<file path="config.mk">
export PLATFORM = sky130hd
export DESIGN_NAME = ucsbece154a_dmem_ws_flat
export DESIGN_NICKNAME = d
export VERILOG_FILES = /design/src/rtl/ucsbece154a_dmem_ws_if.sv /design/src/rtl/ucsbece154a_dmem_ws.sv /design/src/flat_wrapper.sv
export SDC_FILE = /design/constraint.sdc
export NUM_CORES = 2
export LEC_CHECK = 0
export CORE_MARGIN = 10
export CORE_UTILIZATION = 30
export DETAILED_ROUTE_END_ITERATION = 8
export GPL_ROUTABILITY_DRIVEN = 1
export HOLD_SLACK_MARGIN = 0.1
export PLACE_DENSITY = 0.55
export SLEW_MARGIN = 25
export SYNTH_ARGS = -nofsm -noshare
export SYNTH_HDL_FRONTEND = slang
export SYNTH_SLANG_ARGS = --single-unit
</file>
<file path="constraint.sdc">
create_clock -name clk -period 5.7 [get_ports clk]
set_input_delay 1.14 -clock clk [delete_from_list [all_inputs] [get_ports clk]]
set_output_delay 1.14 -clock clk [all_outputs]
set_load 0.01 [all_outputs]
</file>
<file path="src/rtl/ucsbece154a_dmem_ws_if.sv">
// Request/completion bundle between the load/store unit (master) and the
// wait-state data memory (slave).
interface ucsbece154a_dmem_ws_if;
  logic        req_i;
  logic        we_i;
  logic [1:0]  size_i;
  logic        unsigned_i;
  logic [31:0] a_i;
  logic [31:0] wd_i;
  logic        ready_o;
  logic        done_o;
  logic        err_o;
  logic [31:0] rd_o;

  // A request is taken on any rising edge where req_i && ready_o; the block
  // answers with a single-cycle done_o pulse, err_o and rd_o valid alongside it.
  modport master (
    output req_i, we_i, size_i, unsigned_i, a_i, wd_i,
    input  ready_o, done_o, err_o, rd_o
  );

  modport slave (
    input  req_i, we_i, size_i, unsigned_i, a_i, wd_i,
    output ready_o, done_o, err_o, rd_o
  );
endinterface

</file>
<file path="src/rtl/ucsbece154a_dmem_ws.sv">
// Data memory with programmable wait states and RISC-V byte/half/word access.
// Define DMEM_MISALIGN_ERR_EN to reject misaligned half/word accesses.
module ucsbece154a_dmem_ws #(
  parameter int          NUM_WORDS   = 64,
  parameter int          WAIT_STATES = 1,
  parameter logic [31:0] BASE_ADDR   = 32'h0000_0000
) (
  input  logic                 clk,
  input  logic                 reset,
  ucsbece154a_dmem_ws_if.slave bus,
  output logic [1:0]           state_dbg
);
  localparam int          ADDR_WIDTH = $clog2(NUM_WORDS);
  localparam logic [31:0] SPAN       = 32'(NUM_WORDS * 4);

  typedef enum logic [1:0] {IDLE = 2'd0, BUSY = 2'd1, DONE = 2'd2} state_t;

  state_t      state_q, state_d;
  logic [3:0]  cnt_q, cnt_d;
  logic        accept, complete;

  logic        we_q, uns_q;
  logic [1:0]  size_q;
  logic [31:0] a_q, wd_q;

  logic        done_q, err_q;
  logic [31:0] rd_q;

  logic [31:0] mem [NUM_WORDS];

  logic                  op_we, op_uns, op_err, in_range, misalign;
  logic [1:0]            op_size;
  logic [31:0]           op_a, op_wd, off, word, wdata, ld;
  logic [ADDR_WIDTH-1:0] idx;
  logic [3:0]            be;
  logic [7:0]            ld_byte;
  logic [15:0]           ld_half;

  assign accept = bus.req_i && (state_q != BUSY);

  always_comb begin
    state_d  = state_q;
    cnt_d    = cnt_q;
    complete = 1'b0;
    case (state_q)
      IDLE, DONE: begin
        if (accept) begin
          if (WAIT_STATES == 0) begin
            state_d  = DONE;
            complete = 1'b1;
          end else begin
            state_d = BUSY;
            cnt_d   = 4'(WAIT_STATES - 1);
          end
        end else begin
          state_d = IDLE;
        end
      end
      BUSY: begin
        if (cnt_q == 4'd0) begin
          state_d  = DONE;
          complete = 1'b1;
        end else begin
          cnt_d = cnt_q - 4'd1;
        end
      end
      default: state_d = IDLE;
    endcase
  end

  // With zero wait states the access completes on its accept edge, so the
  // live request is used; otherwise the captured copy is.
  assign op_we   = (state_q == BUSY) ? we_q   : bus.we_i;
  assign op_uns  = (state_q == BUSY) ? uns_q  : bus.unsigned_i;
  assign op_size = (state_q == BUSY) ? size_q : bus.size_i;
  assign op_a    = (state_q == BUSY) ? a_q    : bus.a_i;
  assign op_wd   = (state_q == BUSY) ? wd_q   : bus.wd_i;

  assign off      = op_a - BASE_ADDR;
  assign in_range = (op_a >= BASE_ADDR) && (off < SPAN);
  assign idx      = off[ADDR_WIDTH+1:2];
  assign word     = mem[idx];

`ifdef DMEM_MISALIGN_ERR_EN
  assign misalign = ((op_size == 2'b01) && off[0]) ||
                    ((op_size == 2'b10) && (off[1:0] != 2'b00));
`else
  assign misalign = 1'b0;
`endif

  assign op_err = (op_size == 2'b11) || !in_range || misalign;

  always_comb begin
    be      = 4'hF;
    wdata   = op_wd;
    ld      = word;
    ld_byte = word[{off[1:0], 3'b000} +: 8];
    ld_half = off[1] ? word[31:16] : word[15:0];
    case (op_size)
      2'b00: begin
        be    = 4'b0001 << off[1:0];
        wdata = {4{op_wd[7:0]}};
        ld    = op_uns ? {24'h0, ld_byte} : {{24{ld_byte[7]}}, ld_byte};
      end
      2'b01: begin
        be    = off[1] ? 4'b1100 : 4'b0011;
        wdata = {2{op_wd[15:0]}};
        ld    = op_uns ? {16'h0, ld_half} : {{16{ld_half[15]}}, ld_half};
      end
      default: ;
    endcase
  end

  always_ff @(posedge clk) begin
    if (reset) begin
      state_q <= IDLE;
      cnt_q   <= 4'd0;
      done_q  <= 1'b0;
      err_q   <= 1'b0;
      rd_q    <= 32'h0;
    end else begin
      state_q <= state_d;
      cnt_q   <= cnt_d;
      done_q  <= complete;
      err_q   <= complete && op_err;
      if (complete && !op_err && !op_we) rd_q <= ld;
    end
  end

  always_ff @(posedge clk) begin
    if (accept) begin
      we_q   <= bus.we_i;
      uns_q  <= bus.unsigned_i;
      size_q <= bus.size_i;
      a_q    <= bus.a_i;
      wd_q   <= bus.wd_i;
    end
  end

  // Contents are deliberately not reset; reset only suppresses a pending write.
  always_ff @(posedge clk) begin
    if (!reset && complete && !op_err && op_we) begin
      for (int b = 0; b < 4; b++) begin
        if (be[b]) mem[idx][8*b +: 8] <= wdata[8*b +: 8];
      end
    end
  end

  assign bus.ready_o = (state_q != BUSY);
  assign bus.done_o  = done_q;
  assign bus.err_o   = err_q;
  assign bus.rd_o    = rd_q;
  assign state_dbg   = state_q;
endmodule

</file>
<file path="src/flat_wrapper.sv">
// flat-port wrapper written by rule: the top's interface ports become plain ports
module ucsbece154a_dmem_ws_flat 
#(
  parameter int          NUM_WORDS   = 64,
  parameter int          WAIT_STATES = 1,
  parameter logic [31:0] BASE_ADDR   = 32'h0000_0000
)
  (clk, reset, state_dbg, bus_req_i, bus_we_i, bus_size_i, bus_unsigned_i, bus_a_i, bus_wd_i, bus_ready_o, bus_done_o, bus_err_o, bus_rd_o);
  ucsbece154a_dmem_ws_if bus_i ();
  input  logic clk;
  input  logic reset;
  output logic [1:0] state_dbg;
  input wire logic [$bits(bus_i.req_i)-1:0] bus_req_i;
  input wire logic [$bits(bus_i.we_i)-1:0] bus_we_i;
  input wire logic [$bits(bus_i.size_i)-1:0] bus_size_i;
  input wire logic [$bits(bus_i.unsigned_i)-1:0] bus_unsigned_i;
  input wire logic [$bits(bus_i.a_i)-1:0] bus_a_i;
  input wire logic [$bits(bus_i.wd_i)-1:0] bus_wd_i;
  output wire logic [$bits(bus_i.ready_o)-1:0] bus_ready_o;
  output wire logic [$bits(bus_i.done_o)-1:0] bus_done_o;
  output wire logic [$bits(bus_i.err_o)-1:0] bus_err_o;
  output wire logic [$bits(bus_i.rd_o)-1:0] bus_rd_o;
  assign bus_i.req_i = bus_req_i;
  assign bus_i.we_i = bus_we_i;
  assign bus_i.size_i = bus_size_i;
  assign bus_i.unsigned_i = bus_unsigned_i;
  assign bus_i.a_i = bus_a_i;
  assign bus_i.wd_i = bus_wd_i;
  assign bus_ready_o = bus_i.ready_o;
  assign bus_done_o = bus_i.done_o;
  assign bus_err_o = bus_i.err_o;
  assign bus_rd_o = bus_i.rd_o;
  ucsbece154a_dmem_ws #(.NUM_WORDS(NUM_WORDS), .WAIT_STATES(WAIT_STATES), .BASE_ADDR(BASE_ADDR)) u_core (.clk(clk), .reset(reset), .bus(bus_i), .state_dbg(state_dbg));
endmodule
</file>
# After elaboration in Yosys (flattened, before gate mapping)
# Memory sizes are Yosys's and may differ from the RTL's.
# Cells that the tools add are included.
dict set report totals {
  ff_bits 108
  latch_bits 0
  mem_bits_rw 2048
  rom_bits 0
  word_cells 75
  memories 1
}
# name words width rd rd_clocked_by_memory_dff write_ports line
set mem_list {}
lappend mem_list {u_core.mem 64 32 1 0 1 ucsbece154a_dmem_ws.sv:29} ;# logic [31:0] mem [NUM_WORDS];
dict set report classes {
  n_addsub 1
  multipliers 0
  n_div 0
  magnitude_cmp 2
  eq_ne 8
  n_shift 2
  muxes 32
  bitwise 0
  n_reduce_logical 19
}
# operator count
set ops {}
lappend ops {{2-to-1 mux 32 bit} 4}
lappend ops {{one-hot mux 32 bit (2 select lines)} 2}
lappend ops {{>= comparator 32 x 1 -> 1 bit, second input constant} 1}
lappend ops {{< comparator 32 x 9 -> 1 bit, second input constant} 1}
lappend ops {{indexed part select 32 x 6 -> 8 bit} 1}
lappend ops {{2-to-1 mux 1 bit} 17}
lappend ops {{2-to-1 mux 16 bit} 1}
lappend ops {{one-hot mux 4 bit (2 select lines)} 2}
lappend ops {{2-to-1 mux 4 bit} 3}
lappend ops {{logical AND 1 bit} 8}
lappend ops {{!= test 2 x 1 -> 1 bit, second input constant} 3}
lappend ops {{equality test 2 x 1 -> 1 bit, second input constant} 2}
lappend ops {{equality test 2 bit, second input constant} 2}
lappend ops {{zero test 1 bit} 4}
lappend ops {{zero test 2 bit} 2}
lappend ops {{zero test 4 bit} 1}
lappend ops {{2-to-1 mux 2 bit} 2}
lappend ops {{one-hot mux 2 bit (2 select lines)} 1}
lappend ops {{<< shifter 1 x 2 -> 4 bit, first input constant} 1}
lappend ops {{subtractor 4 x 1 -> 4 bit, second input constant} 1}
lappend ops {{AND reduction 3 bit} 1}
lappend ops {{!= test 2 bit, second input constant} 1}
lappend ops {{nonzero test 2 bit} 1}
lappend ops {{OR reduction 2 bit} 1}
lappend ops {{logical OR 1 bit} 1}

# Longest topological paths before layout
dict set report logic_depth {
  ltp_word 11
  ltp_mapped 20
  depth_no_buf 12
}

# Least setup slack after synthesis
# OpenSTA, ideal clock, no wires.
dict set report synth_path {
  path_kind {flip-flop to flip-flop}
  start {register u_core.state_q[1], in the netlist u_core.state_dbg[1]}
  end {memory u_core.mem[0][24] (data pin)}
  setup_ns 0.588
  t_arrival_ns 3.918
  required_ns 5.112
  setup_slack_ns 1.194
  path_stages_with_launch 12
  path_buffers 5
  synth_period_minus_slack_ns 4.506
  path_cell_list {dfxtp_1 > and2b_4 > inv_4 > buf_12 > buf_8 > buf_6 > nand2_1 > nand2_1 > clkbuf_1 > clkbuf_1 > a21oi_1 > a31oi_1}
}
dict set report synth_via {
  elab_chain_cells 4
}
# item line
set synth_rtl {}
lappend synth_rtl {{start: declaration} ucsbece154a_dmem_ws.sv:18} ;# state_t state_q, state_d;
lappend synth_rtl {{start signal: assignment} ucsbece154a_dmem_ws.sv:122} ;# state_q <= state_d;
lappend synth_rtl {{equality test 2 x 1 -> 1 bit (*)} {ucsbece154a_dmem_ws.sv:75, ucsbece154a_dmem_ws.sv:77}}
lappend synth_rtl {{2-to-1 mux 2 bit} ucsbece154a_dmem_ws.sv:75} ;# assign op_size = (state_q == BUSY) ? size_q : bus.size_i;
lappend synth_rtl {{equality test 2 x 1 -> 1 bit or zero test 2 bit (tied branches)} ucsbece154a_dmem_ws.sv:99} ;# case (op_size)
lappend synth_rtl {{one-hot mux 32 bit (2 select lines) (*)} ucsbece154a_dmem_ws.sv:99}
lappend synth_rtl {{net u_core.wdata[24]} ucsbece154a_dmem_ws.sv:33} ;# logic [31:0] op_a, op_wd, off, word, wdata, ld;
lappend synth_rtl {{end: declaration} ucsbece154a_dmem_ws.sv:29}
# The timed path passes the listed nets; every way through them passes the cells marked *.

# Final worst setup path
dict set report layout_path {
  start {register u_core.state_q[1], in the netlist u_core.state_dbg[1]}
  end {register u_core.rd_q[1], in the netlist u_core.bus.rd_o[1]}
}
dict set report layout_via {
  elab_chain_cells 9
}
# item line
set layout_rtl {}
lappend layout_rtl {{equality test 2 x 1 -> 1 bit (*)} n/a}
lappend layout_rtl {{parallel branches: the longest is 8 deep, another holds memory read (64 x 32 bit)} n/a}
lappend layout_rtl {{end signal: assignment} ucsbece154a_dmem_ws.sv:126} ;# if (complete && !op_err && !op_we) rd_q <= ld;
lappend layout_rtl {{end: declaration} ucsbece154a_dmem_ws.sv:27} ;# logic [31:0] rd_q;
# Every way passes the cells marked *.
# A chain may end at the register's enable or synchronous reset.

==> results.txt <==
----------------------------------------------------
[Routing]
  Met1 Routed Length ... 118 mm
  Vias post-DR ... 54,768
  Number of remaining DRC errors ... 0
  Number of routed nets with antenna violations ... 0
  Amount of wire on met2 after detailed routing ... 128 mm
  Number of DRC violations after detailed-routing iteration 0 ... 7,116
  Via density per instance ... 5.52
  Routed wl met3 ... 27.8 mm
  Wire length after detailed routing ... 283 mm
  Count of TritonRoute iterations in the first routing pass ... 7
  Wirelength per Cell ... 28.5 µm
  Topmost layer with routed signal wires ... met5

[Synth]
  Cell with the most instances after synthesis ... edfxtp_1
  Total nets after synthesis ... 5,522
  Commonest cells post-synth ... edfxtp_1, nand2_1, o22ai_1, nor3_1, nor2_1
  Synthesis warning total ... 0
  Unique cell type count in the Yosys netlist ... 86
  Library cell with the largest summed area after synthesis ... edfxtp_1
  Synthesized area ... 83,000 µm²
  Post-synthesis register bit count ... 2,156
  Synth top area share ... 76.5%
  FFs w/ async S/R, synth ... 0%
  Cell types with the largest area share after synthesis ... edfxtp_1, o22ai_1, nand2_1, nor3_1, mux2i_1
  Post-synthesis sequential area ratio ... 77.5%
  Top FF cell, synth ... edfxtp_1
  Post-synthesis cell count ... 5,450
  Post-synth EDFFs ... 2,116
  Mean post-synth cell area ... 15.2 µm²

[Run status]
  Outcome ... complete, no violations

[Worst setup path]
  Data required time of the critical path ... 6.50 ns
  CP Data Arrival Time ... 5.79 ns
  Crit path capture type ... register
  Startpoint-to-endpoint class of the critical path ... reg -> reg
  Highest fanout seen on the critical path ... 29
  Element type at the critical path start ... register

[Placement]
  Routability congestion estimate ... 0.866
  Detail Placement HPWL ... 178 mm
  Port buffer count ... 107
  Post-Place Setup Slack ... -0.00147 ns
  Post-placement cell count ... 9,525

[Timing]
  Final Slew Violations ... 0
  Maximum clock rate ... 0.200 GHz
  Transition time of the tightest slew-check pin ... 1.14 ns
  Clock skew ... 0.0560 ns
  Max-slew headroom ... 24.2%
  Final critical-path share of the clock period ... 87.7%
  Setup repair after global routing missed its margin ... false
  Count of final setup violators ... 0
  Setup slack after layout ... 0.702 ns
  Final-layout worst hold slack ... 0.456 ns
  Count of final hold-check violations ... 0
  Setup total negative slack ... 0 ns
  Period minus WS final ... 5.00 ns

[Power]
  Leak ... 0.0319 µW
  Worst supply voltage drop on vdd ... 0.244 mV
  Cell area power density ... 360 nW/µm²

[Job]
  Max-cap check violation count ... 0

[GRT]
  Via count of the first global-routing pass ... 53,041
  Total gr overflow ... 0
  Largest net degree at the start of global routing ... 69
  Total routing usage reported by global routing ... 18.1%
  First-pass GRT wire length ... 400 mm
  Number of antenna violations at the first check in global routing ... 9

[Floorplan]
  Overall die area ... 298,000 µm²
  Width of the die ... 546 µm
  Initial core utilization ... 30.1%
  IO Count ... 108
  Chip Height ... 546 µm
  Core Rows ... 193
  Placeable core region ... 276,000 µm²

[CTS]
  Clock latency of the later-clocked register in the worst-skew pair ... 0.89 ns
  Maximum buffer depth of the clock tree ... 3
  Post-cts gate resize count ... 0
  Number of sinks handled by clock tree synthesis ... 2,156
  Post-CTS repair timing setup buffer count ... 0
  Worst-path clk slew ... 0.07 ns
  Deepest level of the CTS H-tree ... 4
  Count of hold-fix buffers inserted at cts ... 0
  Clock tree from TritonCTS ... yes
  Number of buffers created by CTS ... 214
  Clk root buf ... clkbuf_16

[Layout]
  Layout Cells excl Fill ... 9,920
  Area growth from synthesis to layout ... 20.3%
  Layout cell share with drive strength beyond 1 ... 17.7%
  Final-stage net count ... 6,108

[Hold path]
  Min-delay worst type ... in -> reg

----------------------------------------------------
kinds of logic after synthesis:
family	after synthesis	synth area share (%)
AOI/OAI and AO/OA	1186	9.90
xor gates and xnor gates	2	0.0211
adders and majority gates	1	0.0151
buffers and inverters	423	2.51
DFF	2156	77.5
muxes	135	1.66
and+or+nand+nor	1547	8.39
power by group:
| group | internal [µW] | leakage, µW | switching (µW) | total, µW |
|---|---|---|---|---|
| Sequential | 17900 | 0.0193 | 19.4 | 17900 |
| Combinational | 1090 | 0.00929 | 3080 | 4170 |
| Clock | 7650 | 0.00332 | 6180 | 13800 |
through the flow:
stage | area, µm² | power [µW] | util (%)
after floorplan | 83000 | 20200 | -
after global placement | 93000 | 22300 | 33.7
after detailed placement | 93100 | 22400 | 33.7
after CTS | 99900 | 36000 | 36.2
after global routing | 99900 | 36900 | 36.2
final | 99900 | 35900 | 36.2
worst paths after layout:
kind	startpoint	end	slack, ns	cells past startpoint
max reg2reg	u_core.state_dbg[1]	u_core.bus.rd_o[1]	0.70	15
min	reset	u_core.bus.done_o	0.46	2
min reg2reg	u_core.bus.rd_o[1]	u_core.bus.rd_o[1]	0.47	2
max	u_core.state_dbg[1]	u_core.bus.rd_o[1]	0.70	15
flip-flops by register name, summed over array words and instances, names as in the netlist:
signal / flops
u_core.a_q: 32
u_core.bus.done_o: 1
u_core.bus.err_o: 1
u_core.bus.rd_o: 32
u_core.cnt_q: 4
u_core.mem: 2048
u_core.size_q: 2
u_core.state_dbg: 2
u_core.uns_q: 1
u_core.wd_q: 32
u_core.we_q: 1
layout make-up:
class / count / area (µm²)
Fill cell: 25878 / 176000
Sequential cell: 2156 / 64300
Multi-Input combinational cell: 2871 / 17200
Timing Repair Buffer: 773 / 6870
Clock buffer: 254 / 5510
Tap cell: 3705 / 4640
Clock inverter: 139 / 1300
Inverter: 20 / 81.3
Antenna cell: 2 / 5.00
cell usage in the layout, fill, tap and decap left out, drive strengths merged, types with 106 or more instances in the layout:
cell type / instances
clkdlybuf4s50: 106
nor2: 209
o22ai: 461
a31oi: 151
clkinv: 112
nor3: 338
buf: 667
a21oi: 139
mux2i: 116
clkbuf: 254
nand3: 192
edfxtp: 2116
o221ai: 131
nand2: 661
routing by layer:
metal | vias up | global-route usage (%)
li1 | 22876 | -
met1 | 28203 | 25.3
met2 | 3181 | 28.0
met3 | 502 | 3.72
met4 | 6 | 5.90
met5 | - | 0
worst max-delay path, cell delays in order (launching register included):
cell	delay, ns
dfxtp_1	0.30
buf_4	0.21
and2b_4	0.32
inv_4	0.18
buf_4	0.31
a31oi_4	0.69
buf_4	0.32
o221ai_1	0.14
a222oi_1	0.59
o22ai_1	0.18
nor3_1	0.35
nand4_1	0.47
buf_4	0.32
mux2i_1	0.18
nor2_1	0.06
o31ai_1	0.23
Note: power is estimated with default switching activity, not from simulation.
